--- src/rtl/hazard_pkg.sv ---
// Shared types for the ID-stage hazard/branch control: destination-register
// shadow entry layout, the bubble value and the architectural zero register.
package hazard_pkg;

  localparam int SH_REG_W = 5;
  localparam logic [SH_REG_W-1:0] ZERO_REG = 5'd0;

  typedef struct packed {
    logic [SH_REG_W-1:0] Write_Reg;
    logic                Reg_Write;
    logic                Mem_Read;
  } sh_entry_t;

  localparam sh_entry_t SH_BUBBLE = '0;

endpackage

--- src/rtl/hazard_src_match.sv ---
// Dependency check of one ID source register against one in-flight producer.
// Register $0 never creates a dependency.
module hazard_src_match #(
  parameter int                    REG_ADDR_W = 5,
  parameter logic [REG_ADDR_W-1:0] ZERO_REG   = REG_ADDR_W'(hazard_pkg::ZERO_REG)
) (
  input  logic                  uses_i,
  input  logic [REG_ADDR_W-1:0] src_i,
  input  logic [REG_ADDR_W-1:0] wr_reg_i,
  input  logic                  reg_write_i,
  output logic                  match_o
);

  assign match_o = uses_i && (src_i != ZERO_REG) && reg_write_i && (wr_reg_i == src_i);

endmodule

--- src/rtl/id_hazard_branch_ctrl.sv ---
// ID-stage stall, WB-forward and branch-resolution control for the 5-stage
// MIPS32 pipeline. Define BRANCH_DELAY_SLOT_EN for delay-slot semantics.
module id_hazard_branch_ctrl #(
  parameter int                    REG_ADDR_W = 5,
  parameter logic [REG_ADDR_W-1:0] ZERO_REG   = REG_ADDR_W'(hazard_pkg::ZERO_REG)
) (
  input  logic                  Clk,
  input  logic                  Reset_n,
  input  logic                  Freeze,
  input  logic                  Instr_Valid_ID,
  input  logic [REG_ADDR_W-1:0] Rs_ID,
  input  logic [REG_ADDR_W-1:0] Rt_ID,
  input  logic                  Uses_Rs_ID,
  input  logic                  Uses_Rt_ID,
  input  logic [REG_ADDR_W-1:0] Write_Reg_ID,
  input  logic                  Reg_Write_ID,
  input  logic                  Mem_Read_ID,
  input  logic                  Branch_ID,
  input  logic                  Branch_NE_ID,
  input  logic                  Comparetor_ID,
  output logic                  Forward_C_ID,
  output logic                  Forward_D_ID,
  output logic                  Stall_ID,
  output logic                  Bubble_EX,
  output logic                  PC_Src_ID,
  output logic                  Flush_IF_ID
);

  import hazard_pkg::*;

  sh_entry_t sh_ex_q, sh_mem_q, sh_wb_q;
  sh_entry_t sh_ex_d;
  sh_entry_t id_entry;

  logic rs_ex, rt_ex, rs_mem, rt_mem, rs_wb, rt_wb;
  logic is_branch, hazard_ex, hazard_mem, hazard;
  logic stall, taken;

  assign id_entry = '{Write_Reg: Write_Reg_ID, Reg_Write: Reg_Write_ID, Mem_Read: Mem_Read_ID};

  hazard_src_match #(.REG_ADDR_W(REG_ADDR_W), .ZERO_REG(ZERO_REG)) u_rs_ex (
    .uses_i(Uses_Rs_ID), .src_i(Rs_ID), .wr_reg_i(sh_ex_q.Write_Reg),
    .reg_write_i(sh_ex_q.Reg_Write), .match_o(rs_ex));
  hazard_src_match #(.REG_ADDR_W(REG_ADDR_W), .ZERO_REG(ZERO_REG)) u_rt_ex (
    .uses_i(Uses_Rt_ID), .src_i(Rt_ID), .wr_reg_i(sh_ex_q.Write_Reg),
    .reg_write_i(sh_ex_q.Reg_Write), .match_o(rt_ex));
  hazard_src_match #(.REG_ADDR_W(REG_ADDR_W), .ZERO_REG(ZERO_REG)) u_rs_mem (
    .uses_i(Uses_Rs_ID), .src_i(Rs_ID), .wr_reg_i(sh_mem_q.Write_Reg),
    .reg_write_i(sh_mem_q.Reg_Write), .match_o(rs_mem));
  hazard_src_match #(.REG_ADDR_W(REG_ADDR_W), .ZERO_REG(ZERO_REG)) u_rt_mem (
    .uses_i(Uses_Rt_ID), .src_i(Rt_ID), .wr_reg_i(sh_mem_q.Write_Reg),
    .reg_write_i(sh_mem_q.Reg_Write), .match_o(rt_mem));
  hazard_src_match #(.REG_ADDR_W(REG_ADDR_W), .ZERO_REG(ZERO_REG)) u_rs_wb (
    .uses_i(Uses_Rs_ID), .src_i(Rs_ID), .wr_reg_i(sh_wb_q.Write_Reg),
    .reg_write_i(sh_wb_q.Reg_Write), .match_o(rs_wb));
  hazard_src_match #(.REG_ADDR_W(REG_ADDR_W), .ZERO_REG(ZERO_REG)) u_rt_wb (
    .uses_i(Uses_Rt_ID), .src_i(Rt_ID), .wr_reg_i(sh_wb_q.Write_Reg),
    .reg_write_i(sh_wb_q.Reg_Write), .match_o(rt_wb));

  // Branches compare in ID, so they wait for EX and MEM producers; other
  // instructions only wait on a load sitting in EX.
  assign is_branch  = Branch_ID || Branch_NE_ID;
  assign hazard_ex  = rs_ex || rt_ex;
  assign hazard_mem = rs_mem || rt_mem;
  assign hazard     = is_branch ? (hazard_ex || hazard_mem)
                                : (hazard_ex && sh_ex_q.Mem_Read);

  assign stall = Instr_Valid_ID && hazard && !Freeze;
  assign taken = Instr_Valid_ID && !stall && !Freeze &&
                 ((Branch_ID && Comparetor_ID) ||
                  (!Branch_ID && Branch_NE_ID && !Comparetor_ID));

  assign sh_ex_d = (stall || !Instr_Valid_ID) ? SH_BUBBLE : id_entry;

  always_ff @(posedge Clk or negedge Reset_n) begin
    if (!Reset_n) begin
      sh_ex_q  <= SH_BUBBLE;
      sh_mem_q <= SH_BUBBLE;
      sh_wb_q  <= SH_BUBBLE;
    end else if (!Freeze) begin
      sh_wb_q  <= sh_mem_q;
      sh_mem_q <= sh_ex_q;
      sh_ex_q  <= sh_ex_d;
    end
  end

  // Outputs are held low while reset is asserted, independent of ID inputs.
  assign Forward_C_ID = Reset_n && Instr_Valid_ID && rs_wb;
  assign Forward_D_ID = Reset_n && Instr_Valid_ID && rt_wb;
  assign Stall_ID     = Reset_n && stall;
  assign Bubble_EX    = Reset_n && stall;
  assign PC_Src_ID    = Reset_n && taken;

`ifdef BRANCH_DELAY_SLOT_EN
  assign Flush_IF_ID = 1'b0;
`else
  assign Flush_IF_ID = Reset_n && taken;
`endif

  logic unused_wb_mem_read;
  assign unused_wb_mem_read = sh_wb_q.Mem_Read;

endmodule

--- config.mk ---
export PLATFORM = sky130hd
export DESIGN_NAME = id_hazard_branch_ctrl
export DESIGN_NICKNAME = d
export VERILOG_FILES = /design/src/rtl/hazard_pkg.sv /design/src/rtl/hazard_src_match.sv /design/src/rtl/id_hazard_branch_ctrl.sv
export SDC_FILE = /design/constraint.sdc
export NUM_CORES = 1
export LEC_CHECK = 0
export ABC_AREA = 1
export BUFFER_PORTS_ARGS = -buffer_cell sky130_fd_sc_hd__buf_2
export CAP_MARGIN = 30
export CORE_MARGIN = 5
export CORE_UTILIZATION = 35
export CTS_CLUSTER_SIZE = 20
export DETAILED_ROUTE_END_ITERATION = 10
export MAX_ROUTING_LAYER = met4
export PLACE_DENSITY = 0.6
export SETUP_SLACK_MARGIN = 0.05
export SYNTH_ARGS = -nofsm -noshare
export SYNTH_HDL_FRONTEND = slang
export SYNTH_SLANG_ARGS = --single-unit
--- constraint.sdc ---
create_clock -name Clk -period 2.4 [get_ports Clk]
set_input_delay 0.12 -clock Clk [delete_from_list [all_inputs] [get_ports Clk]]
set_output_delay 0.12 -clock Clk [all_outputs]
set_load 0.005 [all_outputs]
======== Word-level counts from Yosys, hierarchy flattened ========
Cells that the tools add are included.
word-level totals
  register bits ........................... 19
  output and inout port bits .............. 6
operators by class
  equality and inequality tests ........... 6
  multiplexer cells ....................... 2
  reduce and logical (&&, ||, !) cells .... 41
operators with widths
  kind               count
  $eq 5x5->1         6
  $logic_and 1x1->1  28
  $reduce_bool 5->1  2
  $mux 7             1
  $logic_or 1x1->1   6
  $logic_not 1->1    5
  $mux 1             1

======== Logic depth before layout (Yosys ltp) ========
Gate-level depths: netlist of run 1.
  depth after elaboration ................. 14
  depth in mapped cells ................... 11
  gate-level depth less buffers ........... 10

======== Hierarchy ========
From an unflattened synthesis of run 1, not the netlist that was laid out.
second synthesis, totals
  cells, all modules ...................... 292
  area total of the unflattened synthesis .. 1625.3 um^2
by module, submodules not included
  module                 times used  cells an instance  area each (um^2)  sequential area each (um^2)
  id_hazard_branch_ctrl  1           100                852.1             475.5
  hazard_src_match       6           32                 128.9             0.0

======== Worst setup path before layout of run 1 ========
No wires, ideal clock.
  kind .................................... reg-to-output
  start point ............................. register sh_ex_q[6] (netlist bit)
  end point ............................... output port Stall_ID
  data arrival time ....................... 1.200 ns
  required time ........................... 2.280 ns
  slack ................................... 1.080 ns
  stages on the path, launching flop included .. 11
  buffers on the path ..................... 1
  path through ............................ dfrtp_1 -> inv_1 -> nand2_1 -> nand2_1 -> nand2_1 -> nor2_1 -> nand3_2 -> nand2_2 -> nand2_4 -> a21oi_2 -> buf_4
between the ends
  cells in the longest elaborated chain, start to end .. 8
ends and longest elaborated chain
  item                                                   line                                                      source
  from (decl)                                            id_hazard_branch_ctrl.sv:31                               sh_entry_t sh_ex_q, sh_mem_q, sh_wb_q;
  from (signal assigned)                                 id_hazard_branch_ctrl.sv:77                               sh_ex_q <= SH_BUBBLE;
  from (signal assigned)                                 id_hazard_branch_ctrl.sv:83                               sh_ex_q <= sh_ex_d;
  $eq 5x5->1                                             hazard_src_match.sv:14                                    assign match_o = uses_i && (src_i != ZERO_REG) && reg_write_i && (wr_reg_i == src_i);
  $logic_and 1x1->1                                      hazard_src_match.sv:14
  $logic_or 1x1->1 (*)                                   id_hazard_branch_ctrl.sv:63                               assign hazard_ex = rs_ex || rt_ex;
  $logic_and 1x1->1 or $logic_or 1x1->1 (tied branches)  id_hazard_branch_ctrl.sv:66, id_hazard_branch_ctrl.sv:65
  $mux 1 (*)                                             id_hazard_branch_ctrl.sv:65                               assign hazard = is_branch ? (hazard_ex || hazard_mem)
  $logic_and 1x1->1 (*) (2 in a row)                     id_hazard_branch_ctrl.sv:68                               assign stall = Instr_Valid_ID && hazard && !Freeze;
  $logic_and 1x1->1 (*)                                  n/a
  to (decl)                                              id_hazard_branch_ctrl.sv:23                               output logic Stall_ID,
Every way passes the cells marked *; elsewhere a longest branch is shown, timed or not.

======== Worst setup path in the final report of run 1 ========
  start point ............................. input port Reset_n
  end point ............................... output port Flush_IF_ID
between the ends
  cells in the longest elaborated chain, start to end .. 1
ends and longest elaborated chain
  item               line                         source
  from (decl)        id_hazard_branch_ctrl.sv:8   input logic Reset_n,
  $logic_and 1x1->1  id_hazard_branch_ctrl.sv:97  assign Flush_IF_ID = Reset_n && taken;
  to (decl)          id_hazard_branch_ctrl.sv:26  output logic Flush_IF_ID
Every way passes these cells.

==> summary by stage, run 1 <==
Status
The flow ran to the end, and the final reports show no timing, DRC or antenna violations.

Timing
After layout, the worst setup slack is 696 ps. The final number of max-transition violations is 0. Setup repair after global routing left no endpoint under its margin. The transition time of the tightest slew-check pin is between 500 and 600 ps. The final hold violation count came to 0. Of the available clock period, the critical path in the final layout requires 0.710. After layout, the minimum clock period comes to between 1500 and 2000 ps.

Setup violations remaining at the end of the flow were counted as 0. The minimum hold slack is 113 ps. The post-route clock skew is approximately 3.2 ps. Based on the critical path, the design can be clocked at up to 587 MHz. The final total negative setup slack is 0 ps.

The relative slew slack is 0.645.

Routing
The routed layout has 1207 vias. The post-detailed-route wirelength per cell is approximately 12 um. The count of TritonRoute iterations in the first routing pass is 4. In the routed design, unresolved DRC markers number 0. The number of design-rule violations left by the first detailed-router iteration is 56. The number of routed nets with antenna violations is 0.

After detailed routing, the number of vias per cell comes to between 4 and 5. The final routed wirelength across all metal layers is ~3200 um.

Clocking
The number of buffers inserted by post-CTS setup repair is 0. TritonCTS built the clock tree. No sink is reached through more buffers than the 2 on the longest clock path. The worst-skew pair later-pin latency is 260 ps. Buffers inserted during clock tree synthesis total 3. Buffers inserted to repair hold after CTS numbered 1. The number of cells upsized or downsized after cts is 0. The clock input transition at the sequential cells of the worst setup and hold paths is approximately 70 ps.

The sink count of the clock tree is 19. Clock tree synthesis selected as its root buffer the cell clkbuf_8. The number of levels the H-tree was split into is 1.

Finish
The total inserted antenna cells is 0. After routing the design area is around 0.0016 mm2. From synthesis to final layout, the design area changed by 19.5%. In the final layout, the share of cells above drive strength 1 is 0.292. The number of nets in the layout is 243.

Yosys
Of the total synthesized cell area, the portion taken by full adders, half adders and majority gates is 0. By area, the combinational part of the netlist is dominated by simple AND/OR/NAND/NOR gates. During synthesis, Yosys emitted a total of 0 warnings. The summed instance area of the synthesized netlist is 0.00132 mm2. The synthesized flop and latch total is 19. The synthesized-area fraction occupied by and/or/nand/nor cells is 0.365.

The post-synthesis share of cell area spent on xor and xnor gates is 0.0992. Averaged over all synthesized cells, the footprint is 7.23 um2. The cell count after synthesis came out at ~180. The complex-gate fraction of the synthesized area is 0.0794. In the synthesized netlist the async set-or-reset flop fraction comes to 1.00.

The number of nets handed over by synthesis was between 200 and 250. The portion of synthesized area spent on multiplexers is 0.0170. Counting flops with a built-in enable in the synthesized netlist gives 0. Of the synthesized area, sequential elements account for 0.359. The count of distinct cell types in the synthesized netlist is 25. The most common flop cell mapped by yosys is dfrtp_1.

Place
The placed instances occupy a cell area of roughly 0.0015 mm2. Routability-driven placement finished with a final weighted congestion of between 0.8 and 0.9. Buffers placed on the I/O ports in this run total 31. At the placement stage, the worst setup path has a slack of slightly below 1000 ps.

The half-perimeter wire length of the detailed placement result is 2610 um.

Setup path
Walking the worst path, the cells encountered are dlygate4sd3_1 -> buf_2 -> buf_4 -> nand2_1 -> nor3_2 -> buf_2. For this run, the slowest stage of the critical path takes slightly above 500 ps. The arrival time of data at the critical path endpoint is about 1600 ps. Counting both buffers and inverters, the worst setup path holds a total of 4.

The critical path in this run is classified as in -> out. The most repeated library cell on the critical path is buf_2. Along the worst path, the maximum fanout reaches 14. At the worst endpoint, the required time is 2280 ps. The worst setup path is captured at a primary output. The slowest stage of the critical path belongs to the cell dlygate4sd3_1. The critical path launch point type is an input pin.

The cell family with the largest share of critical-path delay is buffers and inverters.

Job
The tool flagged a number of max-cap violations equal to 0.

Power
The clock group share of total power is 0.284. The maximum vdd ir drop is approximately 0.41 mV. The reported net switching power is about 0.25 mW. The total power of the final layout is 0.795 mW. The portion of total power attributed to combinational logic is 0.235. The sequential share of power is 0.482. The switching power share of the total is 0.312. The internal power of the cells totals between 0.5 and 0.6 mW.

The static leakage is ~0.81 nW. For this design the ratio of total power to cell area is roughly 500 mW/mm2.

Global routing
The number of antenna violations at the first check in global routing was 0. The total routing resource utilization after global routing is 0.139. Entering global routing, the biggest net connects 30 pins. The total global routing overflow is 0.

The via count of the first global-routing pass is 1136. The first global-routing pass estimated approximately 5500 um of wire.

Floorplanning
The die is between 70 and 80 um tall. The standard cell core area is around 0.0037 mm2. During I/O placement, the number of pins put on the boundary was 32. The area of the die is 0.00511 mm2. From left edge to right edge, the die measures 71.5 um. The row count is 22. The starting density of the core is 0.362.

Min path
The tightest min-delay check is of the in -> reg type.
-- synthesized netlist by cell type (4+ instances only) --
cell / instances / area share
nor2_1: 16 / 0.045
nand2_2: 4 / 0.019
nand3_2: 4 / 0.030
inv_1: 12 / 0.034
nand3_1: 9 / 0.034
a21oi_1: 6 / 0.023
xor2_1: 9 / 0.060
o21ai_0: 11 / 0.042
inv_2: 9 / 0.026
dfrtp_1: 19 / 0.36
xnor2_1: 6 / 0.040
nand4_1: 7 / 0.033
nand2_1: 52 / 0.15
-- state kept, by name, summed over array words and instances, names as in the netlist --
| signal | count |
|---|---|
| sh_ex_q | 7 |
| sh_wb_q | 6 |
| sh_mem_q | 6 |
-- routing by layer --
metal | wire length (um) | part of all wire | vias up | global-route usage
li1 | - | - | 650 | -
met1 | 1480 | 0.47 | 527 | 0.182
met2 | 1540 | 0.48 | 26 | 0.219
met3 | 144 | 0.045 | 4 | 0.0309
met4 | 25 | 0.0078 | 0 | 0.0313
met5 | 0 | 0 | - | -
-- metrics by stage --
stage / instances / utilization
6_report: 264 / 0.432
5_1_grt: 264 / 0.432
4_1_cts: 264 / 0.432
3_5_place_dp: 259 / 0.417
3_3_place_gp: 259 / 0.417
2_1_floorplan: 183 / -
-- cells in the final DEF, fill, tap and decap left out --
master         Yosys  final
nand2_1           52     52
buf_2              1     31
dfrtp_1           19     19
nor2_1            16     16
inv_1             12     12
o21ai_0           11     11
inv_2              9      9
nand3_1            9      9
xor2_1             9      9
nand4_1            7      7
xnor2_1            6      6
a21oi_1            6      6
nand2_2            4      4
nand3_2            4      4
clkbuf_8           0      3
nor4_1             2      2
nor3_2             2      2
nor2_2             2      2
nand2_4            2      2
mux2_2             2      2
buf_4              2      2
o22ai_1            1      1
o21ai_1            1      1
or2_2              1      1
a21oi_2            1      1
clkbuf_1           2      1
dlygate4sd3_1      0      1
-- path summary, 6_finish.rpt --
check                                 from     endpoint  slack [ps]  cells after the start
hold reg to reg                 sh_ex_q[0]   sh_ex_q[0]         480                      2
hold / removal             Write_Reg_ID[1]   sh_ex_q[3]         110                      3
setup reg to reg               sh_mem_q[3]   sh_ex_q[1]        1090                      8
min in group asynchronous          Reset_n   sh_wb_q[1]         230                      2
max in group asynchronous          Reset_n  sh_mem_q[2]        1740                      3
setup / recovery                   Reset_n  Flush_IF_ID         700                      6
-- power by group through the flow --
stage          Clock [mW]  Combinational, mW  Sequential (mW)
3_5_place_dp            0              0.187            0.389
2_1_floorplan           0              0.120            0.381
4_1_cts             0.228              0.189            0.383
5_1_grt             0.250              0.214            0.387
6_report            0.225              0.187            0.383
3_3_place_gp            0              0.185            0.388
-- worst register-to-register path, stage by stage (launching register included) --
cell	delay (ps)
dfrtp_1	460
nand2_1	100
nand3_1	90
nor2_1	140
nand3_2	90
nand2_2	90
nand2_4	80
nand4_1	90
nand2_1	60
-- kinds of logic (layout without fill, tap and decap cells) --
logic type / Yosys count / after routing
AO/OA/AOI/OAI: 20 / 20
XOR/XNOR: 15 / 15
buffers and inverters: 26 / 59
flip-flops: 19 / 19
multiplexers: 2 / 2
AND/OR/NAND/NOR: 101 / 101
-- cell type report --
| type | count | area, um2 |
|---|---|---|
| clock buffers | 4 | 45.0 |
| fillers | 399 | 2080 |
| inverters | 21 | 78.8 |
| multi-input cells | 138 | 742 |
| flip-flops and latches | 19 | 475 |
| well taps | 48 | 60.1 |
| repair buffers | 34 | 180 |
Power figures use the tool's default switching activity.
==> inputs of run 2 (changes only) <==
Settings changed: ABC_AREA 1 to 0, PLACE_DENSITY 0.6 to 0.63.
Clock period 2.4 ns to 1.4 ns, I/O delays scaled along.
==> run 2 against run 1 <==
The run now ends with negative setup slack left. Sequential share of layout area fell by 3.7 points. Combinational power grew to 2.6 times the previous value. Power grew 87%. Worst hold slack improved by 190 ps. Flip-flop and latch count unchanged. Cell count fell by 17%. Register-to-register slack lost 1500 ps. Critical endpoint is now Bubble_EX. Largest cell class unchanged.
==> summary by stage, run 2 <==
Clocking
After clock tree synthesis, the clock-pin slew on the worst setup and hold paths is around 120 ps. The cell at the root of the clock tree is clkbuf_4. The number of clock buffers added by TritonCTS is 3. TritonCTS built the clock tree.

Clock tree synthesis found a total of 19 sinks. The longest clock path from root to sink contains 2 buffers. The number of levels the H-tree was split into is 1. At the later pin of the worst-skew pair, clock insertion delay measures ~310 ps.

Finish
The top cell types in the final layout, fill and taps aside, are 31 x buf_2, 27 x buf_4, 19 x xor2_1, 19 x dfrtp_1. Fill cells in the final layout number 314. The total inserted antenna cells is 0. The proportion of layout cells with a drive suffix above 1 is 0.511.

Once layout is done, the placed cells without fillers occupy approximately 0.0018 mm2. The library cell used most frequently in the layout, excluding fill and tap cells, is buf_2. In the final layout, the registers with the most flip-flops are sh_ex_q x7, sh_mem_q x6, sh_wb_q x6. The register bank with the most flops is sh_ex_q.

Compared with the post-synthesis result, the final layout area differs by 51.8%. The number of nets in the layout is 201. The register with the most flip-flops in the layout has 7 of them. The final non-filler cell total is 220.

Yosys
Synthesis instantiated 31 different standard cells from the library. After synthesis, the share of flip-flops with an asynchronous set or reset is 1.00. The synthesized design contains 19 register bits.

Of the synthesized area, sequential elements account for 0.400. The synthesized design spends more area on one cell type than any other, namely dfrtp_1. For this run, the number of Yosys warnings is 0. The fraction of synthesized cell area taken by the top area cell type is 0.400. The most used flip-flop cell after synthesis is dfrtp_1. The summed instance area of the synthesized netlist is 0.00119 mm2. The commonest cells after synthesis are 19 x dfrtp_1, 19 x xor2_1, 11 x xnor2_1. The number of flops mapped to enable cells by yosys is 0. The mean area per synthesized cell is ~11 um2.

Synthesis produced 106 cells. The number of nets handed over by synthesis was between 100 and 150. By area the synthesized netlist is led by dfrtp_1 40%, xor2_1 14%, mux2_2 8.5%, xnor2_1 8.1%, a22o_1 5.2%.

Global routing
The busiest metal layer after global routing is met2. In the global route stage, overall resource usage came out at 0.161. Entering global routing, the biggest net connects 20 pins.

The via count of the first global-routing pass is around 1100. The wire length of the first global-routing pass is between 5000 and 6000 um. For met2 alone, demand over resource in global routing was 0.266. The number of antenna violations at the first check in global routing is 0. Global routing finished with a remaining overflow of 0. The global routing met1 resource utilization is 0.203.

For this run, global-route usage on met3 was measured as 0.0378.

Timing
At the pin with the least slew margin, the transition time is 302 ps. The post-route clock period utilization is 1.42. The final worst slack is -593 ps. The final hold violation count is 0. The count of endpoints failing setup in the final report is 13. The highest clock frequency the design can meet is roughly 500 MHz. For the final database, setup skew stands at 6.00 ps. Setup repair after global routing could not meet its margin everywhere. The relative slew slack is 0.797. The worst path in the final design needs a cycle of roughly 2000 ps, including I/O delays and setup. The final number of max-transition violations is 0.

Setup path
The slowest stage of the critical path is the dfrtp_1 cell. The startpoint identified for the worst register-to-register timing path is sh_ex_q[3]. In this run the critical register-to-register path is captured at sh_ex_q[2]. In this design, the stage delay of the slowest critical-path cell is between 400 and 500 ps. For the worst flop-to-flop path, the logic depth is 7. For the worst setup path, the data required time is roughly 1300 ps. The critical path endpoint category is a primary output. The critical path in this run is classified as reg -> out.

The signal on the critical path passes through xor2_1 -> nor4_2 -> nand3_1 -> o22ai_4 -> a21o_1 -> and3_4 -> buf_2. In this run the worst path has a maximum fanout of 4. The setup slack of the worst register-to-register path is -390 ps.

The critical path launch point type is a register. Data arrives at the worst endpoint at between 1500 and 2000 ps.

Floorplanning
Pin placement for this block handled 32 I/O pins. The chip height is 68.3 um. In this run the horizontal extent of the chip is 68.3 um.

The row count is 21. The starting density of the core is 0.359. The floorplan step defined a die boundary enclosing between 0.004 and 0.005 mm2. The region available for standard cell placement spans 0.00331 mm2.

Routing
The final routed wirelength across all metal layers is approximately 3200 um. The first routing iteration left 36 violations. In the routed layout, each cell is associated on average with a via count of roughly 4.8.

Dividing the detail-routed wire length by the instance count gives 14.5 um. The count of TritonRoute iterations in the first routing pass is 4. Across all layers, the routed design uses between 1000 and 1500 vias.

The count of nets left with antenna violations once routing finished came out at 0. After detailed routing, the number of remaining DRC violations is 0.

Min path
The startpoint of the tightest hold check path is Freeze. The cell depth of the worst hold path is 3. The worst min-delay path class is in -> reg. For hold timing, the worst endpoint is sh_ex_q[5].

Job
The tool flagged a number of max-cap violations equal to 0.

Place
Once detailed placement completed, the half-perimeter wirelength came to between 2000 and 2500 um. At the end of routability-driven placement, the weighted congestion stood at around 0.90. After detailed placement, the design holds a cell count of 200. Input and output buffers added on the ports amount to 31. The placed standard-cell area is approximately 0.0015 mm2.

Power
For this design the static power due to leakage is ~0.85 nW. The design draws 1.48 mW. The power density relative to cell area is 822 mW/mm2.

IR analysis of the VDD net gives a maximum drop of between 0.7 and 0.8 mV.

Status
The run finished, with violations left. The final reports fail on negative setup slack.
run 2: final cells by class:
class                      count  area [um2]  share of cell area
clock buffer                   3        22.5              0.0125
clock inverter                 1        7.51             0.00416
multi-input combinational     83         781               0.433
sequential                    19         475               0.264
tap                           46        57.6              0.0319
timing repair buffer          68         460               0.255
run 2: how the worst max path moves through the flow:
stage	start	slack, ps	cells after the start	to
final	sh_mem_q[5]	-590	7	Bubble_EX
after floorplan	Rs_ID[2]	-240	6	PC_Src_ID
after CTS	sh_mem_q[4]	-600	7	Bubble_EX
after global routing	sh_mem_q[4]	-700	7	Stall_ID
after detailed placement	sh_mem_q[4]	-410	7	Stall_ID
after global placement	sh_mem_q[4]	-410	7	Stall_ID
run 2: routing by layer:
layer | vias up | routed length, um
met3 | 4 | 132
met2 | 20 | 1620
met5 | - | 0
li1 | 522 | -
met1 | 512 | 1400
met4 | 0 | 21
run 2: cells by family (layout without fill, tap and decap cells):
group,Yosys count,count (layout),synth area share
compound gates,15,15,0.108
simple gates,26,26,0.138
mux,12,12,0.114
flops,19,19,0.400
xor+xnor,30,30,0.221
buf+inv,4,72,0.0189
run 2: repair_timing:
| item | 4_1_cts | 5_1_grt |
|---|---|---|
| buffers inserted | 7 | 1 |
| pin swaps | 16 | 6 |
| setup endpoints to repair | 13 | 13 |
| resized for setup | 8 | 6 |
| hold buffers | 8 | 0 |
| endpoints found under the hold margin | 26 | 0 |
run 2: power by group:
part           total, mW  leakage [nW]  switching (mW)  internal, mW
combinational      0.494         0.596           0.208         0.286
clock              0.294        0.0139           0.185         0.109
sequential         0.695         0.245          0.0751         0.620
run 2: worst max-delay path: cells and delay by family, from the launching register on:
kind,cells,cell delay (ps)
buf+inv,1,100
simple gates,3,590
compound gates,2,280
xor+xnor,1,190
flops,1,460
run 2: per-stage QoR:
| stage | TNS (ps) | util | hold slack, ps | worst slack [ps] |
|---|---|---|---|---|
| 3_5_place_dp | -4310 | 0.467 | 118 | -412 |
| 4_1_cts | -5420 | 0.531 | 307 | -597 |
| 5_1_grt | -6820 | 0.545 | 333 | -704 |
| 6_report | -5110 | 0.545 | 300 | -593 |
| 3_3_place_gp | -4120 | 0.467 | 125 | -410 |
| 2_1_floorplan | -2160 | - | -226 | -242 |
==> inputs of run 3 (changes only) <==
Settings changed: RECOVER_POWER set to 50.
==> run 3 against run 2 <==
The run still ends with negative setup slack left. Clock skew about the same. Cell count unchanged. Worst hold slack about the same. Non-clock buffer count unchanged. Global-route usage unchanged. Die area unchanged. Combinational power about the same. Core utilization down 0.11 points. Register-to-register slack about the same. Critical endpoint unchanged. Highest routed layer unchanged.
==> summary by stage, run 3 (synthesis results as in run 2) <==
Status
The run finished, with violations left. The final reports fail on negative setup slack.

Power
For this design the static power due to leakage is roughly 0.85 nW. The sequential share of power is 0.469. The worst-case IR drop observed on VDD is 0.774 mV. The clock group share of total power is 0.198. Internal power comes to between 1 and 1.5 mW. The reported net switching power is between 0.4 and 0.5 mW. The power density relative to cell area is roughly 820 mW/mm2. The portion of total power attributed to combinational logic is 0.332. The switching power share of the total is 0.316. After layout, the design draws a total of around 1.5 mW.

Timing
Setup repair after global routing could not meet its margin everywhere. The relative slew slack is 0.672. The final number of max-transition violations is 0.

For this run, the top clock speed supported by timing is ~500 MHz. After routing, the total negative slack on setup checks comes to -5110 ps. The post-route clock period utilization is 1.42. Setup violations remaining at the end of the flow were counted as 13. On the final layout, the worst clock skew is 6.08 ps.

In the post-route analysis, the smallest setup slack over all paths is -593 ps. For the pin with the worst max-slew slack, the measured transition is ~490 ps. Across all hold checks on the routed design, the worst slack comes to ~300 ps. The final hold violation count is 0. The worst path in the final design needs a cycle of around 2000 ps, including I/O delays and setup.

Routing
Across all layers, the routed design uses roughly 1100 vias. The routed design has between 3000 and 4000 um of wire. The number of routed nets with antenna violations is 0. The first TritonRoute pass finished after 4 iterations. The detailed-route DRC error count is 0.

The first routing iteration left 33 violations. In the final routed layout, each cell accounts on average for roughly 14 um. Dividing the detail-routed via count by the number of cells gives between 4 and 5.

Finish
In the layout the commonest cells are 30 x buf_2, 26 x buf_4, 19 x xor2_1, 19 x dfrtp_1. Relative to the synthesized area, the layout overhead comes to 51.5%. The layout has 316 filler cells.

The repair_antennas step left the layout with diodes totalling 0. The largest registers in the layout are sh_ex_q x7, sh_mem_q x6, sh_wb_q x6. The register with the most flip-flops in the layout has 7 of them. The register bank with the most flops is sh_ex_q.

The leading cell type in the layout, fill and taps excluded is buf_2. For this run, the post-layout net count is about 200. The final non-filler cell total is 220. Of the cells placed in the final design, the portion with a size suffix greater than 1 is 0.506.

Global routing
The via count of the first global-routing pass is approximately 1100. The total global routing overflow is 0. The number of antenna violations at the first check in global routing is 0. Entering global routing, the biggest net connects 20 pins.

The total routing resource utilization after global routing is 0.161. The wire length of the first global-routing pass is about 5400 um.

Floorplanning
The starting density of the core is 0.359. In this run the count of I/O pins placed on the die edge is 32. The row count is 21. The chip height is around 68 um. The die width is 68.3 um. The floorplan step defined a die boundary enclosing around 0.0047 mm2. The region available for standard cell placement spans 0.00331 mm2.

Place
The final weighted congestion in routability-driven placement is roughly 0.90. The number of placed instances, taps included, is 200. Detailed placement finished with a half-perimeter wire length of about 2500 um. During placement, the flow inserted port buffers numbering 31. Before CTS, the worst setup slack after placement is -412 ps.

Setup path
The class of the most critical setup path is reg -> out. The worst setup path is captured at a primary output. STA classifies the critical path startpoint as a register. The arrival time of data at the critical path endpoint is approximately 1900 ps.

For the worst setup path, the data required time is 1330 ps. Of all nets on the critical path, the largest fanout is 4.

Clocking
The number of levels the H-tree was split into is 1. The tree is rooted in a clkbuf_4. The sink count of the clock tree is 19. In this run, CTS created clock tree buffers numbering 3.

The worst-skew pair later-pin latency is 310 ps. TritonCTS built the clock tree. Clock-pin slew was measured on the worst setup and hold paths at approximately 120 ps. The buffer levels on the longest clock path is 2.

Job
The number of maximum-capacitance violations is 0.

Min path
The tightest min-delay check is of the in -> reg type.
[run 3: cell types whose count changed in the layout (fill, tap and decap cells not counted)]
cell / change
buf_2: -1
clkbuf_2: +1
buf_4: -1
clkbuf_1: +1
[run 3: area by class of cell]
class | count | area (um2) | share of cell area
sequential | 19 | 475 | 0.264
timing repair buffer | 68 | 457 | 0.254
clock inverter | 1 | 7.51 | 0.00417
multi-input combinational | 83 | 781 | 0.434
clock buffer | 3 | 22.5 | 0.0125
tap | 46 | 57.6 | 0.0320
[run 3: metal layers]
metal / global-route usage / vias to the layer above / wire, um
li1: - / 522 / -
met1: 0.203 / 511 / 1400
met2: 0.266 / 20 / 1620
met3: 0.0378 / 4 / 132
met4: 0.0273 / 0 / 21
met5: - / - / 0
[run 3: power by group through the flow]
stage               logic, mW  clock network (mW)  registers, mW
detailed placement      0.402                   0          0.707
floorplan               0.220                   0          0.695
global route            0.539               0.315          0.704
finish                  0.492               0.294          0.695
CTS                     0.470               0.301          0.692
global placement        0.397                   0          0.702
[run 3: final timing paths]
| kind | from | end | slack (ps) | depth (start not counted) |
|---|---|---|---|---|
| worst max register to register | sh_ex_q[3] | sh_ex_q[2] | -390 | 7 |
| worst min-delay path | Freeze | sh_ex_q[5] | 300 | 3 |
| max in group asynchronous | Reset_n | sh_wb_q[5] | 500 | 3 |
| min in group asynchronous | Reset_n | sh_ex_q[6] | 570 | 3 |
| worst min register to register | sh_wb_q[1] | sh_wb_q[1] | 510 | 1 |
| worst max-delay path | sh_mem_q[5] | Bubble_EX | -590 | 7 |
[run 3: through the flow]
stage / cell area [um2] / util
after floorplan: 1200 / -
after global routing: 1800 / 0.544
final: 1800 / 0.544
after CTS: 1760 / 0.531
after global placement: 1550 / 0.467
after detailed placement: 1550 / 0.467
[run 3: worst max-delay path, cell delays in order (launching register included)]
cell	delay, ps
dfrtp_1	460
xor2_1	190
nor4_2	260
nand3_1	160
o22ai_4	140
a21o_1	140
and3_4	170
buf_2	100
[run 3: repair_timing]
action / 4_1_cts / 5_1_grt
pin swaps: 16 / 6
gates resized for setup: 8 / 6
setup endpoints to repair: 13 / 13
hold endpoints to repair: 26 / 0
hold buffers: 8 / 0
buffers inserted: 7 / 1
